`src/rtl/mux4_rr_arbiter.sv`:
```
// mux4_rr_arbiter: round-robin grant and select generator for a 4:1 data mux,
// with release, requester-drop and hold-limit grant termination.
module mux4_rr_arbiter #(
    parameter int unsigned MAX_HOLD = 8
) (
    input  logic       clk_i,
    input  logic       rst_n_i,
    input  logic [3:0] req_i,
    input  logic       rel_i,
    output logic [3:0] gnt_o,
    output logic [1:0] s_o,
    output logic       busy_o,
    output logic       timeout_o
);
    typedef enum logic [1:0] {IDLE, GRANT, GAP} state_e;
    localparam logic [3:0] HOLD_MAX = 4'(MAX_HOLD - 1);
    state_e     state_q;
    logic [3:0] gnt_q, hold_q, hold_d;
    logic [1:0] s_q, last_q, winner;
    logic       busy_q, timeout_q, any_req, hold_max, exit_grant, expired_only;
    // Descending scan so the requester closest after last_q is assigned last and wins.
    always_comb begin
        winner = last_q;
        for (int k = 4; k >= 1; k--)
            if (req_i[last_q + 2'(k)]) winner = last_q + 2'(k);
    end
    assign any_req      = |req_i;
    assign hold_max     = hold_q == HOLD_MAX;
    assign hold_d       = hold_max ? hold_q : hold_q + 4'd1;
    assign exit_grant   = rel_i || !req_i[last_q] || hold_max;
    assign expired_only = !rel_i && req_i[last_q] && hold_max;
    always_ff @(posedge clk_i or negedge rst_n_i) begin
        if (!rst_n_i) begin
            state_q   <= IDLE;
            gnt_q     <= '0;
            s_q       <= '0;
            busy_q    <= 1'b0;
            timeout_q <= 1'b0;
            hold_q    <= '0;
            last_q    <= 2'd3;
        end else begin
            timeout_q <= 1'b0;
            case (state_q)
                GRANT: begin
                    if (exit_grant) begin
                        state_q   <= GAP;
                        gnt_q     <= '0;
                        busy_q    <= 1'b0;
                        timeout_q <= expired_only;
                    end else begin
                        hold_q <= hold_d;
                    end
                end
                default: begin
                    if (any_req) begin
                        state_q <= GRANT;
                        gnt_q   <= 4'b0001 << winner;
                        s_q     <= winner;
                        last_q  <= winner;
                        hold_q  <= '0;
                        busy_q  <= 1'b1;
                    end else begin
                        state_q <= IDLE;
                    end
                end
            endcase
        end
    end
    assign gnt_o     = gnt_q;
    assign s_o       = s_q;
    assign busy_o    = busy_q;
    assign timeout_o = timeout_q;
endmodule

```
`config.mk`:
```
export PLATFORM = sky130hd
export DESIGN_NAME = mux4_rr_arbiter
export DESIGN_NICKNAME = d
export VERILOG_FILES = /design/src/rtl/mux4_rr_arbiter.sv
export SDC_FILE = /design/constraint.sdc
export NUM_CORES = 1
export LEC_CHECK = 0
export CAP_MARGIN = 20
export CORE_MARGIN = 2
export CORE_UTILIZATION = 53
export CTS_CLUSTER_DIAMETER = 150
export DETAILED_ROUTE_END_ITERATION = 12
export PLACE_DENSITY = 0.83
export SETUP_SLACK_MARGIN = 0.4
export SKIP_CTS_REPAIR_TIMING = 1
export SLEW_MARGIN = 30
export SYNTH_ARGS = -nofsm -noshare
export SYNTH_HDL_FRONTEND = slang
export SYNTH_SLANG_ARGS = --single-unit
```
`constraint.sdc`:
```
create_clock -name clk_i -period 2.3 [get_ports clk_i]
set_input_delay 0.46 -clock clk_i [delete_from_list [all_inputs] [get_ports clk_i]]
set_output_delay 0.46 -clock clk_i [all_outputs]
set_load 0.02 [all_outputs]
```
==> results of run 1 <==
## area by class of cell
type,count,share of cell area
Clock buffer,4,0.0370
Multi-Input combinational cell,62,0.382
Sequential cell,16,0.411
Tap cell,15,0.0192
Timing Repair Buffer,15,0.151
## state kept, by name, summed over array words and instances (netlist names)
name and cells:
busy_o 1, last_q 2, state_q 2, s_o 2, gnt_o 4, hold_q 4, timeout_o 1
## metal layers
metal	share of wire	vias up	track usage
met5	0	-	0
met3	0.040	4	0.0388
met4	0.023	0	0.119
met2	0.47	20	0.311
met1	0.47	315	0.309
li1	-	326	-
## layout by cell type (no fill, tap or decap)
cell type	n
sky130_fd_sc_hd__or4_1	1
sky130_fd_sc_hd__clkbuf_8	1
sky130_fd_sc_hd__a21o_1	1
sky130_fd_sc_hd__and2_4	1
sky130_fd_sc_hd__and2b_1	1
sky130_fd_sc_hd__or2_1	1
sky130_fd_sc_hd__nand3b_1	1
sky130_fd_sc_hd__and2_1	1
sky130_fd_sc_hd__nand2b_1	4
sky130_fd_sc_hd__nand2_2	1
sky130_fd_sc_hd__o32ai_1	2
sky130_fd_sc_hd__and3_1	1
sky130_fd_sc_hd__dfrtp_1	14
sky130_fd_sc_hd__buf_4	1
sky130_fd_sc_hd__clkdlybuf4s50_1	14
sky130_fd_sc_hd__nor2_1	5
sky130_fd_sc_hd__ha_1	1
sky130_fd_sc_hd__mux2i_1	4
sky130_fd_sc_hd__dfstp_2	2
sky130_fd_sc_hd__nor3_1	1
sky130_fd_sc_hd__nor2b_1	2
sky130_fd_sc_hd__nand4_1	3
sky130_fd_sc_hd__o22a_1	1
sky130_fd_sc_hd__clkbuf_4	3
sky130_fd_sc_hd__or3_1	1
sky130_fd_sc_hd__a21oi_1	2
sky130_fd_sc_hd__nand2_1	11
sky130_fd_sc_hd__o22ai_1	3
sky130_fd_sc_hd__o21a_1	3
sky130_fd_sc_hd__nor3b_1	1
sky130_fd_sc_hd__o21ai_0	9
## worst register-to-register path, delay by kind of cell (launching register included)
| kind | cells | cell delay [ns] |
|---|---|---|
| mux | 1 | 0.12 |
| compound gates | 2 | 0.44 |
| flops | 1 | 0.60 |
| simple gates | 1 | 0.37 |
## path summary, 6_finish.rpt
path / startpoint / slack (ns) / cells after the start / endpoint
worst max-delay path: req_i[1] / 0.46 / 5 / hold_q[1]
worst min-delay path: hold_q[2] / 0.50 / 1 / hold_q[2]
worst max register to register: last_q[0] / 0.71 / 4 / hold_q[3]
worst min register to register: hold_q[2] / 0.50 / 1 / hold_q[2]
max in group asynchronous: rst_n_i / 1.30 / 1 / gnt_o[0]
min in group asynchronous: rst_n_i / 0.57 / 1 / gnt_o[2]
## through the flow
stage | utilization | setup WS (ns)
after floorplan | - | 0.767
after global placement | 0.707 | 0.234
after detailed placement | 0.707 | 0.175
after CTS | 0.735 | 0.473
after global routing | 0.735 | 0.398
final | 0.735 | 0.463
## kinds of logic after synthesis
kind of cell / Yosys count
DFF: 16
muxes: 4
buffers and inverters: 1
and+or+nand+nor: 36
adders and majority gates: 1
AOI/OAI and AO/OA: 21
## power breakdown
part / switching, mW / internal, mW / leakage (nW)
clock network: 0.0896 / 0.0965 / 0.0210
registers: 0.0760 / 0.394 / 0.201
logic: 0.331 / 0.260 / 0.187
==> reports/results.tsv, run 1 <==
stage	metric	value	unit
synthesis	syn_avg_cell_area	9.93	sq um
power_and_ir_drop	vdd_ir_drop_max	0.000839	V
synthesis	synth_seq_area_share	0.514	
synthesis	synth_cell_types	28	
timing	fin_hold_ws	0.502	ns
routing	drt_drc_violations_left	0	
timing	clock_skew	0.00426	ns
cells_and_area	layout.area.seq	403	sq um
global_routing	grt_pass1_wl	2820	um
synthesis	post_synth_and_or_nand_nor_area_fraction	0.244	
synthesis	yosys-top-cells-area	sky130_fd_sc_hd__dfrtp_1 (45%), sky130_fd_sc_hd__dfstp_2 (6.7%), sky130_fd_sc_hd__o21ai_0 (5.7%)	
setup_path	setup.worst_path.end_class	register	
setup_path	critical_path.cell_chain	clkdlybuf4s50_1 -> or4_1 -> nand2_2 -> nand2_1 -> o21ai_0	
clock_tree	htree_levels	1	
flow_run	max-cap-violations	0	
clock_tree	cts.sinks	16	
timing	worst-slew-pin-transition	0.678	ns
setup_path	critPathArrivalTime	2.04	ns
clock_tree	clk_pin_slew_worst_paths	0.09	ns
placement	routabilityCongestion	0.809	
synthesis	synth_top_family_by_area	simple AND/OR/NAND/NOR gates	
timing	report.final.slew_viol_count	0	
power_and_ir_drop	total_power	1.25	mW
clock_tree	tritoncts	done	
hold_path	hold_class	register to register	
timing	post-route-min-period	1.84	ns
clock_tree	clock_tree.root_cell	sky130_fd_sc_hd__clkbuf_4	
setup_path	timing.critical_path.buf_inv	1	
synthesis	synth_enable_flop_cells	0	
setup_path	timing_worst_setup_path_type	input port to register	
synthesis	share_of_synthesized_registers_carrying_an_async_set_or_reset	1.00	
timing	setup_viol	0	
synthesis	ys_dominant_reg_cell	sky130_fd_sc_hd__dfrtp_1	
routing	dr_total_vias	665	
setup_path	critical_path.max_fanout	14	
routing	drt_pre_antenna_iters	4	
setup_path	max_incr_delay_on_cp	0.60	ns
synthesis	synth.yosys.warnings	0	
synthesis	synth-adder-area-share	0.0159	
run_status	outcome	finished clean	
timing	setup_tns	0	ns
synthesis	synth_compound_area_frac	0.166	
floorplan	count_of_standard_cell_rows	13	
power_and_ir_drop	powerDensity	1270	nW/um^2
floorplan	io_pins	15	
floorplan	dieArea	1800	sq um
synthesis	yosysTopAreaCell	sky130_fd_sc_hd__dfrtp_1	
timing	rsz0062_at_grt	true	
cells_and_area	drive_above_1_share	0.0928	
power_and_ir_drop	leakage	0.409	nW
setup_path	cp-start-kind	input port	
synthesis	ys_seq_elements	16	
cells_and_area	stdcell_count	112	
global_routing	grt_start_max_net_pins	17	
synthesis	synthMuxAreaShare	0.0510	
setup_path	worst_ep_required_time	2.50	ns
synthesis	yosysMostFrequentCell	sky130_fd_sc_hd__dfrtp_1	
routing	drt-wirelength-per-cell	14.8	um
setup_path	critPathTopFamily	simple AND/OR/NAND/NOR gates	
placement	placed_cells	108	
cells_and_area	postLayoutCellArea	980	sq um
synthesis	number_of_instances_in_the_synthesized_netlist	79	
placement	placedInstanceArea	943	sq um
placement	post_dp_hpwl	1200	um
global_routing	grt.total_usage	0.217	
timing	final_hold_viol_count	0	
global_routing	globalRouteOverflowTotal	0	
floorplan	die_h	42.5	um
synthesis	synth_fp_nets	87	
clock_tree	cts-buffers-inserted	3	
routing	detail_route.vias_per_cell	5.94	
synthesis	synth-xor-area-share	0	
synthesis	synth_common_cells	sky130_fd_sc_hd__dfrtp_1 (14), sky130_fd_sc_hd__nand2_1 (11), sky130_fd_sc_hd__o21ai_0 (9)	
global_routing	grt_antenna_before_repair	0	
cells_and_area	areaGrowthSynthToFinish	24.9	%
cells_and_area	antenna_cell_count	0	
cells_and_area	fill_cells	111	
synthesis	post-synth-top-area-fraction	0.447	
global_routing	via_count_of_the_first_global_routing_pass	627	
floorplan	floorplan.initialDensity	0.588	
placement	numPortBuffers	14	
floorplan	fp.dieW	42.5	um
routing	wirelength	1660	um
cells_and_area	multi_input_area	374	sq um
timing	max_clock_freq	544	MHz
synthesis	syn-cell-area	785	sq um
clock_tree	clock_tree.buffer_depth	2	
cells_and_area	fin_nets	106	
floorplan	fp.coreArea	1330	sq um
timing	maxSlewHeadroom	0.547	
routing	first_iter_violations	17	
routing	detail-route-antenna-nets	0	
clock_tree	insertion_delay	0.29	ns
timing	post_route_fraction_of_the_period_consumed_by_the_critical_path	0.799	
setup_path	cell_type_of_the_slowest_stage_on_the_worst_timing_path	sky130_fd_sc_hd__or4_1	
(Power assumes the default switching activity.)
==> run 2, diff against run 1 <==
Settings changed: CORE_UTILIZATION 53 to 49, PLACE_DENSITY 0.83 to 0.78.
Clock period 2.3 ns to 1.9 ns, I/O delays scaled along.
==> reports/results.tsv, run 2 (synthesis gave the netlist of run 1 again) <==
stage	metric	value	unit	change
setup_path	critPathArrivalTime	1.82	ns	-0.22 ns
global_routing	grt.total_usage	0.202		-0.0143
power_and_ir_drop	power.share.combinational	0.521		+0.047
power_and_ir_drop	seq_power_share	0.344		-0.033
routing	drt-wirelength-per-cell	16.4	um	+11%
placement	numPortBuffers	14		unchanged
timing	fin_hold_ws	0.388	ns	-0.113 ns
cells_and_area	fill_cells	106		-4.5%
power_and_ir_drop	powerDensity	1450	nW/um^2	+13%
timing	rsz0062_at_grt	true		
hold_path	hold_class	input port to async pin		
cells_and_area	postLayoutCellArea	1160	sq um	+19%
floorplan	fp.coreArea	1510	sq um	+13%
routing	wirelength	2030	um	+23%
global_routing	globalRouteOverflowTotal	0		unchanged
setup_path	cell_type_of_the_slowest_stage_on_the_worst_timing_path	sky130_fd_sc_hd__dfstp_2		
placement	detailedPlace.worstSlack	-0.0592	ns	-0.234 ns
timing	setup_viol	0		unchanged
cells_and_area	fin_nets	117		+10%
power_and_ir_drop	switching_power	682	uW	+37%
routing	first_iter_violations	18		+1
power_and_ir_drop	leakage	0.611	nW	+49%
power_and_ir_drop	swShare	0.406		+0.00820
floorplan	floorplan.initialDensity	0.521		-0.0674
clock_tree	cts.sinks	16		unchanged
clock_tree	clock_tree.root_cell	sky130_fd_sc_hd__clkbuf_4		
timing	max_clock_freq	630	MHz	
timing	final_hold_viol_count	0		unchanged
timing	worst-slew-pin-transition	0.260	ns	-0.418 ns
setup_path	setup.worst_path.end_class	register		
power_and_ir_drop	intPower	996	uW	+33%
setup_path	timing.critical_path.buf_inv	0		-1
cells_and_area	areaGrowthSynthToFinish	48.0	%	
routing	dr_total_vias	751		+13%
timing	report.final.slew_viol_count	0		unchanged
setup_path	critPathTopFamily	flip-flops		
timing	maxSlewHeadroom	0.825		+0.278
floorplan	fp.dieW	44.0	um	+3.6%
power_and_ir_drop	pwr-share-clk	0.134		-0.015
routing	drt_pre_antenna_iters	4		unchanged
global_routing	grt_start_max_net_pins	17		unchanged
timing	post_route_fraction_of_the_period_consumed_by_the_critical_path	0.836		
timing	setup_tns	0	ns	unchanged
clock_tree	tritoncts	done		
cells_and_area	most-common-layout-cells	sky130_fd_sc_hd__dfrtp_1 (14), sky130_fd_sc_hd__dlymetal6s2s_1 (12), sky130_fd_sc_hd__nand2_1 (11)		
clock_tree	clock_tree.buffer_depth	2		unchanged
floorplan	io_pins	15		unchanged
floorplan	count_of_standard_cell_rows	14		+1
routing	drt_drc_violations_left	0		unchanged
global_routing	grt_pass1_wl	2840	um	+0.46%
global_routing	grt_antenna_before_repair	0		unchanged
floorplan	dieArea	1940	sq um	+7.4%
setup_path	timing_worst_setup_path_type	register to register		
placement	routabilityCongestion	0.869		+7.5%
routing	detail_route.vias_per_cell	6.06		+2.0%
timing	post-route-min-period	1.59	ns	
setup_path	critical_path.max_fanout	7		-7
clock_tree	htree_levels	1		unchanged
clock_tree	clk_pin_slew_worst_paths	0.09	ns	about the same
timing	worst_slack	0.312	ns	-0.151 ns
power_and_ir_drop	total_power	1.68	mW	+34%
setup_path	critical_path.cell_chain	nand2b_1 -> o22a_2 -> or3_4 -> a21oi_2		
power_and_ir_drop	vdd_ir_drop_max	0.00106	V	+27%
cells_and_area	layout.area.seq	403	sq um	unchanged
clock_tree	cts-buffers-inserted	3		unchanged
cells_and_area	antenna_cell_count	0		unchanged
cells_and_area	final_common_cell	sky130_fd_sc_hd__dfrtp_1		
clock_tree	insertion_delay	0.29	ns	about the same
cells_and_area	drive_above_1_share	0.296		+0.204
flow_run	max-cap-violations	0		unchanged
global_routing	via_count_of_the_first_global_routing_pass	679		+8.3%
run_status	outcome	finished clean		
setup_path	max_incr_delay_on_cp	0.63	ns	+0.03 ns
cells_and_area	multi_input_area	445	sq um	+19%
floorplan	die_h	44.0	um	+3.6%
placement	placedInstanceArea	975	sq um	+3.3%
routing	detail-route-antenna-nets	0		unchanged
setup_path	worst_ep_required_time	2.13	ns	-0.37 ns
timing	clock_skew	0.00410	ns	-0.000165 ns
setup_path	cp-start-kind	register		
==> run 2: changes by cell type in the layout (fill, tap and decap cells not counted), sizes merged <==
| cell | delta |
|---|---|
| clkdlybuf4s50 | -12 |
| dlymetal6s2s | +12 |
| buf | +10 |
| nand2 | +1 |
==> run 2: cell type report <==
type,instances,area share
Tap cell,16,0.0172
Sequential cell,16,0.347
Multi-Input combinational cell,63,0.384
Clock buffer,4,0.0313
Timing Repair Buffer,25,0.221
==> run 2: path summary, 6_finish.rpt <==
path | from | end | slack [ns] | depth (start not counted)
setup / recovery | last_q[1] | hold_q[3] | 0.31 | 4
setup reg to reg | last_q[1] | hold_q[3] | 0.31 | 4
hold reg to reg | s_o[1] | s_o[1] | 0.49 | 2
max in group asynchronous | rst_n_i | last_q[0] | 1.27 | 2
hold / removal | rst_n_i | timeout_o | 0.39 | 2
min in group clk_i | s_o[1] | s_o[1] | 0.49 | 2
==> run 2: layer usage <==
layer | track usage | routed length (um) | up-vias
met1 | 0.243 | 848 | 376
met4 | 0.0727 | 36 | 0
met3 | 0.0408 | 81 | 5
li1 | - | - | 347
met2 | 0.359 | 1070 | 23
met5 | 0 | 0 | -
==> run 2: stage by stage <==
step                 util  cells
floorplan               -     79
finish              0.771    124
detailed placement  0.647    113
global placement    0.647    113
global route        0.771    124
CTS                 0.671    117
==> run 2: power groups by stage <==
stage               Combinational, mW  Clock, mW  Sequential [mW]
floorplan                       0.396          0            0.631
global placement                0.696          0            0.571
detailed placement              0.710          0            0.575
CTS                             0.717      0.227            0.571
global route                    0.939      0.240            0.592
finish                          0.875      0.225            0.578
